==> config.mk <==
export PLATFORM = sky130hd
export DESIGN_NAME = tag_fifo_flat
export DESIGN_NICKNAME = d
export VERILOG_FILES = /design/src/rtl/tag_fifo_if.sv /design/src/rtl/tag_fifo.sv /design/src/flat_wrapper.sv
export SDC_FILE = /design/constraint.sdc
export NUM_CORES = 1
export LEC_CHECK = 0
export CORE_MARGIN = 3
export CORE_UTILIZATION = 35
export DETAILED_ROUTE_END_ITERATION = 16
export SETUP_SLACK_MARGIN = 0.15
export SKIP_CTS_REPAIR_TIMING = 1
export SYNTH_ARGS = -nofsm -noshare
export SYNTH_HDL_FRONTEND = slang
export SYNTH_SLANG_ARGS = --single-unit
export TNS_END_PERCENT = 20
==> constraint.sdc <==
create_clock -name clock -period 4.2 [get_ports clock]
set_input_delay 0.84 -clock clock [delete_from_list [all_inputs] [get_ports clock]]
set_output_delay 0.84 -clock clock [all_outputs]
set_load 0.005 [all_outputs]
==> src/rtl/tag_fifo_if.sv <==
// Free-tag pool handshake bundle: commit-side return, dispatch-side pop, head tag and flags.
// Latency: n/a (wires only); backpressure: consumers qualify Tag_Out with tagFifo_empty.
// master drives requests (core side), slave is the FIFO itself.
interface tag_fifo_if #(
    parameter int TAG_W = 5
);
    logic [TAG_W-1:0] RB_Tag;
    logic             RB_Tag_Valid;
    logic             Rd_en;
    logic [TAG_W-1:0] Tag_Out;
    logic             tagFifo_full;
    logic             tagFifo_empty;

    modport master (
        output RB_Tag, RB_Tag_Valid, Rd_en,
        input  Tag_Out, tagFifo_full, tagFifo_empty
    );

    modport slave (
        input  RB_Tag, RB_Tag_Valid, Rd_en,
        output Tag_Out, tagFifo_full, tagFifo_empty
    );
endinterface

==> src/rtl/tag_fifo.sv <==
// Free-tag pool: circular FIFO of unused ROB/physical tags, preloaded with every tag on reset.
// Latency: zero-cycle read (FWFT head); a pushed tag is visible on Tag_Out the cycle after its edge.
// Backpressure: writes while full are dropped unless a pop frees the slot; reads while empty are ignored.
module tag_fifo #(
    parameter int DEPTH = 32,
    parameter int TAG_W = 5
) (
    input  logic     clock,
    input  logic     reset,
    tag_fifo_if.slave fifo_if
);
    localparam int CNT_W = TAG_W + 1;

    logic [TAG_W-1:0] mem [DEPTH];
    logic [TAG_W-1:0] rd_ptr;
    logic [TAG_W-1:0] wr_ptr;
    logic [CNT_W-1:0] count;

    logic full;
    logic empty;
    logic push;
    logic pop;

    assign full  = (count == CNT_W'(DEPTH));
    assign empty = (count == '0);

    // A write into a full pool is legal only when the same-cycle pop frees the head slot.
    assign push = fifo_if.RB_Tag_Valid & (~full | fifo_if.Rd_en);
    assign pop  = fifo_if.Rd_en & ~empty;

    always_ff @(posedge clock) begin
        if (reset) begin
            for (int i = 0; i < DEPTH; i++) begin
                mem[i] <= TAG_W'(i);
            end
            rd_ptr <= '0;
            wr_ptr <= '0;
            count  <= CNT_W'(DEPTH);
        end else begin
            if (push) begin
                mem[wr_ptr] <= fifo_if.RB_Tag;
                wr_ptr      <= wr_ptr + 1'b1;
            end
            if (pop) begin
                rd_ptr <= rd_ptr + 1'b1;
            end
            if (push && !pop) begin
                count <= count + 1'b1;
            end else if (pop && !push) begin
                count <= count - 1'b1;
            end
        end
    end

    // Stale entry is shown when empty; the empty flag qualifies it.
    assign fifo_if.Tag_Out       = mem[rd_ptr];
    assign fifo_if.tagFifo_full  = full;
    assign fifo_if.tagFifo_empty = empty;
endmodule

==> src/flat_wrapper.sv <==
// flat-port wrapper written by rule: the top's interface ports become plain ports
module tag_fifo_flat 
#(
    parameter int DEPTH = 32,
    parameter int TAG_W = 5
)
  (clock, reset, fifo_if_RB_Tag, fifo_if_RB_Tag_Valid, fifo_if_Rd_en, fifo_if_Tag_Out, fifo_if_tagFifo_full, fifo_if_tagFifo_empty);
  tag_fifo_if #(.TAG_W(TAG_W)) fifo_if_i ();
  input  logic clock;
  input  logic reset;
  input wire logic [$bits(fifo_if_i.RB_Tag)-1:0] fifo_if_RB_Tag;
  input wire logic [$bits(fifo_if_i.RB_Tag_Valid)-1:0] fifo_if_RB_Tag_Valid;
  input wire logic [$bits(fifo_if_i.Rd_en)-1:0] fifo_if_Rd_en;
  output wire logic [$bits(fifo_if_i.Tag_Out)-1:0] fifo_if_Tag_Out;
  output wire logic [$bits(fifo_if_i.tagFifo_full)-1:0] fifo_if_tagFifo_full;
  output wire logic [$bits(fifo_if_i.tagFifo_empty)-1:0] fifo_if_tagFifo_empty;
  assign fifo_if_i.RB_Tag = fifo_if_RB_Tag;
  assign fifo_if_i.RB_Tag_Valid = fifo_if_RB_Tag_Valid;
  assign fifo_if_i.Rd_en = fifo_if_Rd_en;
  assign fifo_if_Tag_Out = fifo_if_i.Tag_Out;
  assign fifo_if_tagFifo_full = fifo_if_i.tagFifo_full;
  assign fifo_if_tagFifo_empty = fifo_if_i.tagFifo_empty;
  tag_fifo #(.DEPTH(DEPTH), .TAG_W(TAG_W)) u_core (.clock(clock), .reset(reset), .fifo_if(fifo_if_i));
endmodule
# --- Yosys cells after proc, flatten, opt, wreduce, memory -nomap -nowiden ---
# Memories as Yosys holds them, arrays and structs flattened. A register that Yosys moved wholly into a read port is not among the register bits.
# Index checks and enable logic that the tools add are counted.
# W data, S select, Z words.
totals:
  regBits: 16
  mem_bits_rw: 160
  inputBits: 9
  wordCells: 33
  mem_count: 1
memory_table:
  columns: ["name", "words", "width", "read_ports", "rd_clocked_by_memory_dff", "write_ports", "line_no", "text"]
  rows:
  - ["u_core.mem", 32, 5, 1, 1, 32, "tag_fifo.sv:14", "logic [TAG_W-1:0] mem [DEPTH];"]
classes:
  n_addsub: 4
  n_eq_ne: 1
  n_mux: 12
  bitwise_logic: 5
  reduce_logical: 7
op_table:
  columns: ["operator", "n"]
  rows:
  - ["$mux W5", 4]
  - ["$mux W6", 2]
  - ["$add A5 B1 Y5 const B", 2]
  - ["$add A6 B1 Y6 const B", 1]
  - ["$eq A6 B6 Y1 const B", 1]
  - ["$logic_not A6 Y1", 1]
  - ["$mux W1", 6]
  - ["$sub A6 B1 Y6 const B", 1]
  - ["$reduce_or A5 Y1", 1]
  - ["$and A1 B1 Y1", 2]
  - ["$logic_and A1 B1 Y1", 2]
  - ["$logic_not A1 Y1", 2]
  - ["$not A1 Y1", 2]
  - ["$reduce_bool A2 Y1", 1]
  - ["$or A1 B1 Y1", 1]

# --- Logic depth before layout (Yosys ltp) ---
logic_depth:
  word_depth: 9
  mapped_depth: 11
  ltp_nobuf: 10

# --- Least setup slack after synthesis ---
# Ideal clock, no wire load.
synth_path:
  kind: "reg2reg"
  startpoint: "reg u_core.count[0]"
  endpoint: "reg u_core.count[5]"
  setup_ns: 0.132
  arrival_time_ns: 3.258
  t_required_ns: 4.068
  slack_ns: 0.810
  stages_incl_launch_ff: 11
  path_buffers: 1
  synth_period_minus_slack_ns: 3.390
  path_cell_list: "dfxtp_1 > or4_4 > buf_6 > o31ai_1 > ha_1 > inv_1 > ha_1 > o21ai_0 > or3_1 > nand4_1 > or3b_2"
synth_via:
  elab_chain_cells: 7
  word_cells_on_any_way: 16
  cone_classes: "2 x add/sub; 1 x eq/ne; 2 x mux; 5 x bitwise; 6 x reduce/logical"
synth_rtl:
  columns: ["element", "line_no", "text"]
  rows:
  - ["start: declaration", "tag_fifo.sv:17", "logic [CNT_W-1:0] count;"]
  - ["start signal: assignment", "tag_fifo.sv:38", "count <= CNT_W'(DEPTH);"]
  - ["start signal: assignment", "tag_fifo.sv:48", "count <= count + 1'b1;"]
  - ["start signal: assignment", "tag_fifo.sv:50", "count <= count - 1'b1;"]
  - ["parallel branches: the longest is 7 deep, another holds $sub A6 B1 Y6", null, null]
# Parallel ways; which one is timed is not known. The select of a mux whose other input is x is not followed.
# A chain may end at the register's enable or synchronous reset.

==> results.cfg <==
[worst_setup_path]
crit_chain = buf_4 > mux4_2 > a22o_1 > a221oi_1 > nand3_1 > clkdlybuf4s50_1
rrSetupSlack_ns = 0.50
worstSetupPathDepth = 6
endpoint = fifo_if_Tag_Out[4]
crit_required_ns = 3.36
critPathTopFamily = buffers and inverters
critPathMaxStageDelay_ns = 0.57
start_kind = flop
r2r-end = u_core.count[5]$_SDFFE_PP1P_
crit_type = reg2out
crit_buf_inv = 2
crit-reg2reg-launch = u_core.count[0]$_SDFFE_PP0P_
worstPathMaxFanout = 24
r2r_cells = 9
critPathSlowestCell = mux4_2
endpoint_kind = output pin
arrival_ns = 3.01

[floorplanning]
chipHeight_um = 165.1
dieArea_sq_um = 27260
die_w_um = 165.1
rows = 57
core_area_sq_um = 24600
io_pins = 16
initial_core_util = 0.3601

[route]
dr.pass1.iters = 5
drc = 0
drt_iter0_drc = 367
drt_wl_total_mm = 19.67
vias_per_cell = 5.298
antenna_left = 0
wl_per_cell_um = 19.36
vias = 5383

[sta]
clock.fmax_ghz = 0.2595
tightest_slew_ns = 0.8946
period_share = 0.9176
min_period_ns = 3.854
rsz0062_at_grt = no
hold_ws_ns = 0.5312
max-slew-margin-rel = 0.4017
fin_skew_ns = 0.01358
setup_tns_ns = 0
setup_viol = 0
hold_viol = 0
final_max_slew_viol_count = 0

[layout]
final_common_cell = edfxtp_1
syn_to_final_growth_pct = 11.89
nets = 700
drive_gt1_frac = 0.1532
antennaDiodeCount = 0
layout_common_cells = edfxtp_1, or3_1, and2_1
stdcell_count = 1016
fin_area_sq_um = 9913

[grt]
antenna_found_initial = 0
grt_overflow = 0
grt_use_total = 0.1510
grt_pass1_vias = 5692
grt_pass1_wl_mm = 31.42
grt_max_degree = 44

[cts]
cts_sinks = 181
cts_tree = built
root_buffer = clkbuf_16
clockBufferDepth = 2
clkTransAtPathRegs_ns = 0.07
h-tree-depth = 4
insertion_delay_ns = 0.44
numCtsBuffers = 17

[logic_synthesis]
synth_ff_type = edfxtp_1
ys_types = 51
yosys_register_bits = 181
yosysWarningCount = 0
synthesis.area_sq_um = 8860
ys_async_sr_fraction = 0
yosysSeqAreaShare = 0.5897
synth_edf_count = 160
syn_inst = 691
synth_fp_nets = 711
avgSynthCellArea_sq_um = 12.82

[hold_path]
hold_class = reg2reg
hold_start = u_core.count[2]$_SDFFE_PP0P_

[placed_design]
port_buffers = 15
dp_cells = 985
gp_congestion = 0.8556
postPlaceCellArea_sq_um = 9265
dp.final_hpwl_mm = 12.96

[status]
outcome = complete, no violations

[power_and_ir_drop]
power_w = 0.004734
power_density_nw_per_um2 = 477.6
seqPwrFrac = 0.448
leakagePower_nw = 3.047
p_switching_w = 0.001288
switching_share = 0.2722
irDropWorstVdd_mv = 0.3146
comb_power_share = 0.175
p_clk_frac = 0.376
intPower_w = 0.003446

[run]
maxCapViolations = 0
stage by stage:
step	util	setup WS, ns
finish	0.4029	0.3462
global route	0.4029	0.1846
CTS	0.4029	0.3230
detailed placement	0.3766	0.3949
global placement	0.3766	0.5248
floorplan	-	0.8098
cell usage after synthesis (3+ instances only):
cell | count | area share
nor2b_1 | 4 | 0.0028
mux4_2 | 20 | 0.051
or3_1 | 83 | 0.059
o21ai_0 | 5 | 0.0028
or3b_2 | 3 | 0.0030
xor2_1 | 8 | 0.0079
or2_1 | 4 | 0.0028
nor2_1 | 46 | 0.019
dfxtp_1 | 21 | 0.047
a22o_1 | 5 | 0.0049
nand3_1 | 17 | 0.0096
buf_2 | 8 | 0.0045
o41ai_4 | 4 | 0.012
buf_1 | 3 | 0.0013
o31ai_1 | 5 | 0.0042
mux2i_1 | 43 | 0.049
a221oi_1 | 5 | 0.0049
or2_2 | 29 | 0.020
a22oi_1 | 10 | 0.0085
nand3b_1 | 4 | 0.0034
clkbuf_1 | 44 | 0.019
and3b_1 | 5 | 0.0049
ha_1 | 10 | 0.014
inv_1 | 5 | 0.0021
nand2_1 | 16 | 0.0068
a21oi_1 | 13 | 0.0073
and2_1 | 82 | 0.058
edfxtp_1 | 160 | 0.54
kinds of logic after synthesis:
logic type / count (synthesis) / share of synthesized area
and+or+nand+nor: 305 / 0.1997
muxes: 63 / 0.09942
adders and majority gates: 11 / 0.01638
xor gates and xnor gates: 9 / 0.008898
AOI/OAI and AO/OA: 57 / 0.05494
buffers and inverters: 65 / 0.03093
DFF: 181 / 0.5897
worst min path at each step:
stage                                              end  cells past startpoint
final                     u_core.count[2]$_SDFFE_PP0P_                      2
after global placement    u_core.count[2]$_SDFFE_PP0P_                      2
after floorplan           u_core.count[2]$_SDFFE_PP0P_                      2
after global routing      u_core.count[2]$_SDFFE_PP0P_                      2
after detailed placement  u_core.count[2]$_SDFFE_PP0P_                      2
after CTS                 u_core.count[2]$_SDFFE_PP0P_                      2
per-layer routing:
layer  GRT usage  part of all wire
met1      0.2021              0.45
met2      0.2493              0.49
met5           0                 0
met4     0.04727             0.017
met3     0.02819             0.040
flip-flops by register name, summed over array words and instances (netlist names), named ones only:
name           cells
u_core.wr_ptr      5
u_core.mem       160
u_core.count       6
u_core.rd_ptr      5
worst reg2reg max path: cells and delay by family, from the launching register on:
kind / cells / cell delay (ns)
and+or+nand+nor: 4 / 1.62
buffers and inverters: 1 / 0.15
adders and majority gates: 2 / 0.74
AOI/OAI and AO/OA: 2 / 0.69
DFF: 1 / 0.37
layout make-up:
cell class,instances,area [sq um]
clock buffers,17,425.4
clock inverters,14,222.7
fillers,2281,14690
inverters,6,22.52
multi-input cells,445,3361
flip-flops and latches,181,5226
well taps,324,405.4
repair buffers,29,250.2
power by group through the flow:
stage	combinational, W	sequential, W	clock [W]
after global placement	0.000788	0.00215	0
after global routing	0.000910	0.00214	0.00187
after detailed placement	0.000824	0.00216	0
after CTS	0.000828	0.00212	0.00180
final	0.000831	0.00212	0.00178
after floorplan	0.000632	0.00211	0
(Power assumes the default switching activity.)
